$ cat src/rtl/edge_seq_ctrl.sv
// Beat packer and raster window sequencer for the edge engine (border bypass when EDGE_SEQ_SKIP_BORDER_EN is defined).
// Latency: buffer write 1 cycle after the beat; result 1 cycle after edge_valid; done 1 cycle after the last result.
// Backpressure: holds win_req/win_row/win_col until win_ack; exactly one request outstanding; input beats are never stalled.
module edge_seq_ctrl #(
    parameter int IMG_W = 20,
    parameter int IMG_H = 20,
    parameter int PIX_W = 5,
    parameter int LANES = 5,
    localparam int NBEATS = IMG_W * IMG_H / LANES,
    localparam int AW = $clog2(NBEATS),
    localparam int RW = $clog2(IMG_H),
    localparam int CW = $clog2(IMG_W)
) (
    input  logic                   clk,
    input  logic                   reset_n,
    input  logic                   in_valid,
    input  logic [PIX_W-1:0]       pixel_in0,
    input  logic [PIX_W-1:0]       pixel_in1,
    input  logic [PIX_W-1:0]       pixel_in2,
    input  logic [PIX_W-1:0]       pixel_in3,
    input  logic [PIX_W-1:0]       pixel_in4,
    input  logic                   load_end,
    output logic                   buf_wen,
    output logic [AW-1:0]          buf_waddr,
    output logic [LANES*PIX_W-1:0] buf_wdata,
    output logic                   win_req,
    output logic [RW-1:0]          win_row,
    output logic [CW-1:0]          win_col,
    input  logic                   win_ack,
    input  logic                   edge_valid,
    input  logic                   edge_bit,
    output logic                   edge_out,
    output logic                   readable,
    output logic                   busy,
    output logic                   done,
    output logic                   ovf
);

    typedef enum logic [2:0] {IDLE, LOAD, REQ, WAIT, FIN} state_t;

    state_t                   state, state_nxt;
    logic [AW:0]              bc;
    logic [RW-1:0]            row;
    logic [CW-1:0]            col;
    logic                     last_pix;
    logic                     accept;
    logic                     adv;
    logic                     res_bit;
    logic [LANES*PIX_W-1:0]   beat_dat;

    assign beat_dat = {pixel_in4, pixel_in3, pixel_in2, pixel_in1, pixel_in0};
    assign last_pix = (row == RW'(IMG_H - 1)) && (col == CW'(IMG_W - 1));
    assign accept   = in_valid && ((state == IDLE) || (state == LOAD));

`ifdef EDGE_SEQ_SKIP_BORDER_EN
    logic border;
    assign border  = (row == '0) || (row == RW'(IMG_H - 1)) ||
                     (col == '0) || (col == CW'(IMG_W - 1));
    // Border pixels are answered locally with a zero result, one per cycle.
    assign adv     = ((state == WAIT) && edge_valid) || ((state == REQ) && border);
    assign res_bit = (state == WAIT) ? edge_bit : 1'b0;
`else
    assign adv     = (state == WAIT) && edge_valid;
    assign res_bit = edge_bit;
`endif

    always_ff @(posedge clk or negedge reset_n) begin
        if (!reset_n) state <= IDLE;
        else          state <= state_nxt;
    end

    always_comb begin
        state_nxt = state;
        case (state)
            IDLE: if (in_valid) state_nxt = load_end ? REQ : LOAD;
            LOAD: if (in_valid && load_end) state_nxt = REQ;
            REQ: begin
`ifdef EDGE_SEQ_SKIP_BORDER_EN
                if (border)       state_nxt = last_pix ? FIN : REQ;
                else if (win_ack) state_nxt = WAIT;
`else
                if (win_ack) state_nxt = WAIT;
`endif
            end
            WAIT: if (edge_valid) state_nxt = last_pix ? FIN : REQ;
            FIN:  state_nxt = IDLE;
            default: state_nxt = IDLE;
        endcase
    end

    always_comb begin
        win_req = (state == REQ);
`ifdef EDGE_SEQ_SKIP_BORDER_EN
        win_req = (state == REQ) && !border;
`endif
        win_row = row;
        win_col = col;
        // done is registered off FIN, so busy is stretched to cover it.
        busy    = (state != IDLE) || done;
    end

    always_ff @(posedge clk or negedge reset_n) begin
        if (!reset_n) begin
            buf_wen   <= 1'b0;
            buf_waddr <= '0;
            buf_wdata <= '0;
            bc        <= '0;
            row       <= '0;
            col       <= '0;
            edge_out  <= 1'b0;
            readable  <= 1'b0;
            done      <= 1'b0;
            ovf       <= 1'b0;
        end else begin
            buf_wen  <= 1'b0;
            readable <= 1'b0;
            done     <= (state == FIN);
            if (accept) begin
                if (state == IDLE) begin
                    buf_wen   <= 1'b1;
                    buf_waddr <= '0;
                    buf_wdata <= beat_dat;
                    bc        <= (AW+1)'(1);
                end else if (bc < (AW+1)'(NBEATS)) begin
                    buf_wen   <= 1'b1;
                    buf_waddr <= bc[AW-1:0];
                    buf_wdata <= beat_dat;
                    bc        <= bc + (AW+1)'(1);
                end else begin
                    ovf <= 1'b1;
                end
            end
            if (adv) begin
                readable <= 1'b1;
                edge_out <= res_bit;
                if (col == CW'(IMG_W - 1)) begin
                    col <= '0;
                    row <= last_pix ? '0 : row + RW'(1);
                end else begin
                    col <= col + CW'(1);
                end
            end
        end
    end

endmodule

$ cat config.mk
export PLATFORM = sky130hd
export DESIGN_NAME = edge_seq_ctrl
export DESIGN_NICKNAME = d
export VERILOG_FILES = /design/src/rtl/edge_seq_ctrl.sv
export SDC_FILE = /design/constraint.sdc
export NUM_CORES = 1
export LEC_CHECK = 0
export ABC_AREA = 0
export BUFFER_PORTS_ARGS = -buffer_cell sky130_fd_sc_hd__buf_4
export CORE_MARGIN = 5
export CORE_UTILIZATION = 51
export DETAILED_ROUTE_END_ITERATION = 12
export PLACE_DENSITY = 0.79
export SKIP_CTS_REPAIR_TIMING = 1
export SYNTH_ARGS = -nofsm -noshare
export SYNTH_HDL_FRONTEND = slang
export SYNTH_SLANG_ARGS = --single-unit
$ cat constraint.sdc
create_clock -name clk -period 2.45 [get_ports clk]
set_clock_uncertainty 0.2 [all_clocks]
set_input_delay 0.3675 -clock clk [delete_from_list [all_inputs] [get_ports clk]]
set_output_delay 0.3675 -clock clk [all_outputs]
set_load 0.02 [all_outputs]
==> flow_summary.html <==
<table>
<tr><th>Metric</th><th>Value</th></tr>
<tr><th colspan="2">Outcome</th></tr>
<tr><td>Status</td><td>finished clean</td></tr>
<tr><th colspan="2">STA</th></tr>
<tr><td>Post-route worst hold slack</td><td>47.4 ps</td></tr>
<tr><td>Post-route clock period utilization</td><td>90.7%</td></tr>
<tr><td>Hold Fails Final Rpt</td><td>0</td></tr>
<tr><td>Transition at the pin with the smallest max-transition slack</td><td>888 ps</td></tr>
<tr><td>Maximum clock rate</td><td>0.450 GHz</td></tr>
<tr><td>Tightest slew margin relative to the limit</td><td>40.8%</td></tr>
<tr><td>Total Neg Setup Slack</td><td>0 ps</td></tr>
<tr><td>Final critical-path setup slack</td><td>227 ps</td></tr>
<tr><td>Setup repair after global routing missed its margin</td><td>no</td></tr>
<tr><td>Post-route minimum period</td><td>2220 ps</td></tr>
<tr><td>Final-report max-slew violation count</td><td>0</td></tr>
<tr><td>Final setup fails</td><td>0</td></tr>
<tr><th colspan="2">Die</th></tr>
<tr><td>Die X</td><td>82 µm</td></tr>
<tr><td>Vertical extent of the die</td><td>82 µm</td></tr>
<tr><td>Initial Utilization</td><td>52.1%</td></tr>
<tr><td>Die area</td><td>6720 µm²</td></tr>
<tr><td>FP Rows</td><td>26</td></tr>
<tr><td>I/O pin count</td><td>81</td></tr>
<tr><td>Placeable core area</td><td>5070 µm²</td></tr>
<tr><th colspan="2">Drt</th></tr>
<tr><td>Initial detailed-routing violation count</td><td>87</td></tr>
<tr><td>Antenna violation net count after detailed routing</td><td>0</td></tr>
<tr><td>Routed wire length</td><td>5.22 mm</td></tr>
<tr><td>Vias per cell</td><td>5.01</td></tr>
<tr><td>Detailed-route DRC error count</td><td>0</td></tr>
<tr><td>Detailed-route wire length per cell</td><td>14.2 µm</td></tr>
<tr><td>Number of iterations in the first detailed-routing pass</td><td>4</td></tr>
<tr><td>Total number of vias</td><td>1847</td></tr>
<tr><th colspan="2">Synth</th></tr>
<tr><td>Flip-flop and latch count after synthesis</td><td>58</td></tr>
<tr><td>Post-synthesis simple-gate area fraction</td><td>11.9%</td></tr>
<tr><td>Syn. warnings</td><td>0</td></tr>
<tr><td>Count of flip-flops with a built-in enable after synthesis</td><td>0</td></tr>
<tr><td>Avg Cell Area, Syn</td><td>13.0 µm²</td></tr>
<tr><td>Post-Syn Instances</td><td>204</td></tr>
<tr><td>Synth Area in Compound Gates</td><td>5.49%</td></tr>
<tr><td>Synthesized netlist net count</td><td>239</td></tr>
<tr><td>Post-Synth Adder-Cell Area</td><td>1.42%</td></tr>
<tr><td>Proportion of synthesized area in mux cells</td><td>20.3%</td></tr>
<tr><td>Mapped cell area</td><td>2640 µm²</td></tr>
<tr><td>Post-synthesis cell type count</td><td>46</td></tr>
<tr><td>Post-Synth XOR/XNOR Area</td><td>0.663%</td></tr>
<tr><td>Most common flop cell mapped by yosys</td><td>sky130_fd_sc_hd__dfrtp_1</td></tr>
<tr><td>Dominant combinational cell family by area after synthesis</td><td>multiplexers</td></tr>
<tr><td>Share of the yosys chip area belonging to registers</td><td>54.9%</td></tr>
<tr><td>Proportion of synthesized flip-flops having asynchronous set or reset</td><td>100%</td></tr>
<tr><th colspan="2">Cells and area</th></tr>
<tr><td>Area of combinational cells with multiple inputs</td><td>1050 µm²</td></tr>
<tr><td>Antenna diode count</td><td>0</td></tr>
<tr><td>Layout overhead on the synthesized area</td><td>33.0%</td></tr>
<tr><td>Number of fillers in the final layout</td><td>392</td></tr>
<tr><td>Layout cell share with drive strength beyond 1</td><td>45.2%</td></tr>
<tr><td>Commonest non-fill, non-tap cell in the layout</td><td>sky130_fd_sc_hd__buf_4</td></tr>
<tr><td>Most frequent cells in the layout</td><td>sky130_fd_sc_hd__buf_4, sky130_fd_sc_hd__dfrtp_1, sky130_fd_sc_hd__mux2_4, sky130_fd_sc_hd__nand2_1</td></tr>
<tr><td>Number of nets in the layout</td><td>329</td></tr>
<tr><td>Register area</td><td>1450 µm²</td></tr>
<tr><td>Post-route design area</td><td>3520 µm²</td></tr>
<tr><th colspan="2">Worst setup path</th></tr>
<tr><td>Arr. time, crit path</td><td>1660 ps</td></tr>
<tr><td>Crit path max fanout</td><td>9</td></tr>
<tr><td>Critical path class</td><td>flop to primary output</td></tr>
<tr><td>Worst path required time</td><td>1880 ps</td></tr>
<tr><td>FF-to-FF path depth</td><td>4</td></tr>
<tr><td>Kind of start point of the critical path</td><td>flop</td></tr>
<tr><td>CP endpoint kind</td><td>primary output</td></tr>
<tr><th colspan="2">Power and ir drop</th></tr>
<tr><td>Reported leakage power</td><td>1.83 nW</td></tr>
<tr><td>Logic pwr share</td><td>31.1%</td></tr>
<tr><td>VDD IR max</td><td>0.664 mV</td></tr>
<tr><td>Clock share of power</td><td>27.2%</td></tr>
<tr><td>Sequential share of power</td><td>41.6%</td></tr>
<tr><td>Switching pwr</td><td>1.03 mW</td></tr>
<tr><td>Internal</td><td>2.21 mW</td></tr>
<tr><td>Switching power as a share of total power</td><td>31.9%</td></tr>
<tr><td>Cell Pwr Density</td><td>923 nW/µm²</td></tr>
<tr><th colspan="2">Hold path</th></tr>
<tr><td>Type of the worst min-delay path</td><td>input port to flop</td></tr>
<tr><td>Hold Path Depth</td><td>3</td></tr>
<tr><th colspan="2">CTS</th></tr>
<tr><td>Number of clock buffers inserted by TritonCTS</td><td>9</td></tr>
<tr><td>Clock Tree Root</td><td>sky130_fd_sc_hd__clkbuf_8</td></tr>
<tr><td>CTS tree</td><td>done</td></tr>
<tr><td>Buffer levels on the longest clock path</td><td>2</td></tr>
<tr><td>Maximum level of the CTS H-tree</td><td>3</td></tr>
<tr><td>Clock transition at the registers of the reported paths</td><td>60 ps</td></tr>
<tr><td>Insertion delay to the later sink of the worst-skew pair</td><td>320 ps</td></tr>
<tr><td># clock sinks</td><td>58</td></tr>
<tr><th colspan="2">Global route</th></tr>
<tr><td>Wire length of the first global-routing pass</td><td>8.64 mm</td></tr>
<tr><td>Via count of the first global-routing pass</td><td>1855</td></tr>
<tr><td>Number of antenna violations at the first check in global routing</td><td>0</td></tr>
<tr><td>Maximum number of pins on one net before global-route repair</td><td>59</td></tr>
<tr><td>Overall Global Routing Usage</td><td>16.9%</td></tr>
<tr><td>Overall overflow remaining after global route</td><td>0</td></tr>
<tr><th colspan="2">Place</th></tr>
<tr><td>Global placement routability congestion</td><td>0.756</td></tr>
<tr><td>Count of buffers from port buffering</td><td>80</td></tr>
<tr><td>Placement-stage cell area</td><td>3300 µm²</td></tr>
<tr><td>Worst setup timing slack at the placement stage</td><td>202 ps</td></tr>
<tr><td>HPWL after detailed placement</td><td>3.77 mm</td></tr>
<tr><th colspan="2">Run</th></tr>
<tr><td>Reported max-cap violation count</td><td>0</td></tr>
</table>
==> per-layer routing <==
metal / wire (µm) / share of wire [%] / track usage, % / up-vias
li1: - / - / - / 890
met1: 2140 / 41 / 20.6 / 895
met2: 2610 / 50 / 27.4 / 54
met3: 403 / 7.7 / 5.70 / 8
met5: 0 / 0 / 0 / -
met4: 72 / 1.4 / 6.98 / 0
==> metrics by stage <==
stage / std cells / total power, mW / util (%)
6_report: 369 / 3.25 / 69.3
2_1_floorplan: 204 / 1.92 / -
4_1_cts: 368 / 3.28 / 69.1
5_1_grt: 369 / 3.44 / 69.3
3_3_place_gp: 352 / 2.36 / 65.0
3_5_place_dp: 352 / 2.39 / 65.0
==> worst paths after layout <==
| path | start | end | slack (ps) |
|---|---|---|---|
| worst max-delay path | state[0] | busy | 230 |
| worst min-delay path | edge_bit | edge_out | 50 |
| min in group asynchronous | reset_n | win_row[0] | 440 |
| worst min register to register | edge_out | edge_out | 290 |
| max in group asynchronous | reset_n | bc[3] | 1120 |
| worst max register to register | bc[6] | buf_waddr[6] | 320 |
==> registers in the layout, indices dropped and copies added (netlist names) <==
signal     flops
win_col        5
edge_out       1
readable       1
buf_wdata     25
ovf            1
buf_waddr      7
bc             8
win_row        5
buf_wen        1
done           1
state          3
==> Yosys cell counts, types with 3 or more instances <==
master	instances	area share [%]
sky130_fd_sc_hd__nand2_1	21	3.0
sky130_fd_sc_hd__buf_2	3	0.57
sky130_fd_sc_hd__nand2b_1	4	0.95
sky130_fd_sc_hd__mux2_2	9	3.8
sky130_fd_sc_hd__dfrtp_1	58	55
sky130_fd_sc_hd__nor2_1	4	0.57
sky130_fd_sc_hd__nand3_1	5	0.95
sky130_fd_sc_hd__and3_1	4	0.95
sky130_fd_sc_hd__a211oi_1	3	0.85
sky130_fd_sc_hd__inv_1	12	1.7
sky130_fd_sc_hd__mux2_4	21	12
sky130_fd_sc_hd__ha_1	3	1.4
sky130_fd_sc_hd__mux2i_1	12	4.5
sky130_fd_sc_hd__clkbuf_1	3	0.43
==> logic make-up (layout without fill, tap and decap cells) <==
logic type / count (synthesis) / count (layout)
multiplexers: 42 / 42
adder cells (fa/ha/maj): 3 / 3
XOR/XNOR: 2 / 2
AND/OR/NAND/NOR: 57 / 57
AO/OA/AOI/OAI: 19 / 19
flip-flops: 58 / 58
buffers and inverters: 23 / 118
==> area by class of cell <==
type | count | share of cell area (%)
flip-flops and latches | 58 | 41.3
multi-input cells | 123 | 29.9
repair buffers | 89 | 19.1
clock buffers | 12 | 4.41
well taps | 70 | 2.49
clock inverters | 4 | 1.42
inverters | 13 | 1.39
==> worst max-delay path, stage by stage (launching register included) <==
cell and delay, ps:
sky130_fd_sc_hd__dfrtp_1 390, sky130_fd_sc_hd__buf_4 170, sky130_fd_sc_hd__or3_1 350, sky130_fd_sc_hd__or2_2 270
sky130_fd_sc_hd__buf_4 160
==> power by group through the flow <==
stage | Combinational, mW | Sequential, mW | Clock (mW)
global placement | 1.00 | 1.36 | 0
detailed placement | 1.02 | 1.37 | 0
finish | 1.01 | 1.35 | 0.884
CTS | 1.02 | 1.35 | 0.901
floorplan | 0.359 | 1.56 | 0
global route | 1.10 | 1.39 | 0.953
(Power assumes the default switching activity.)
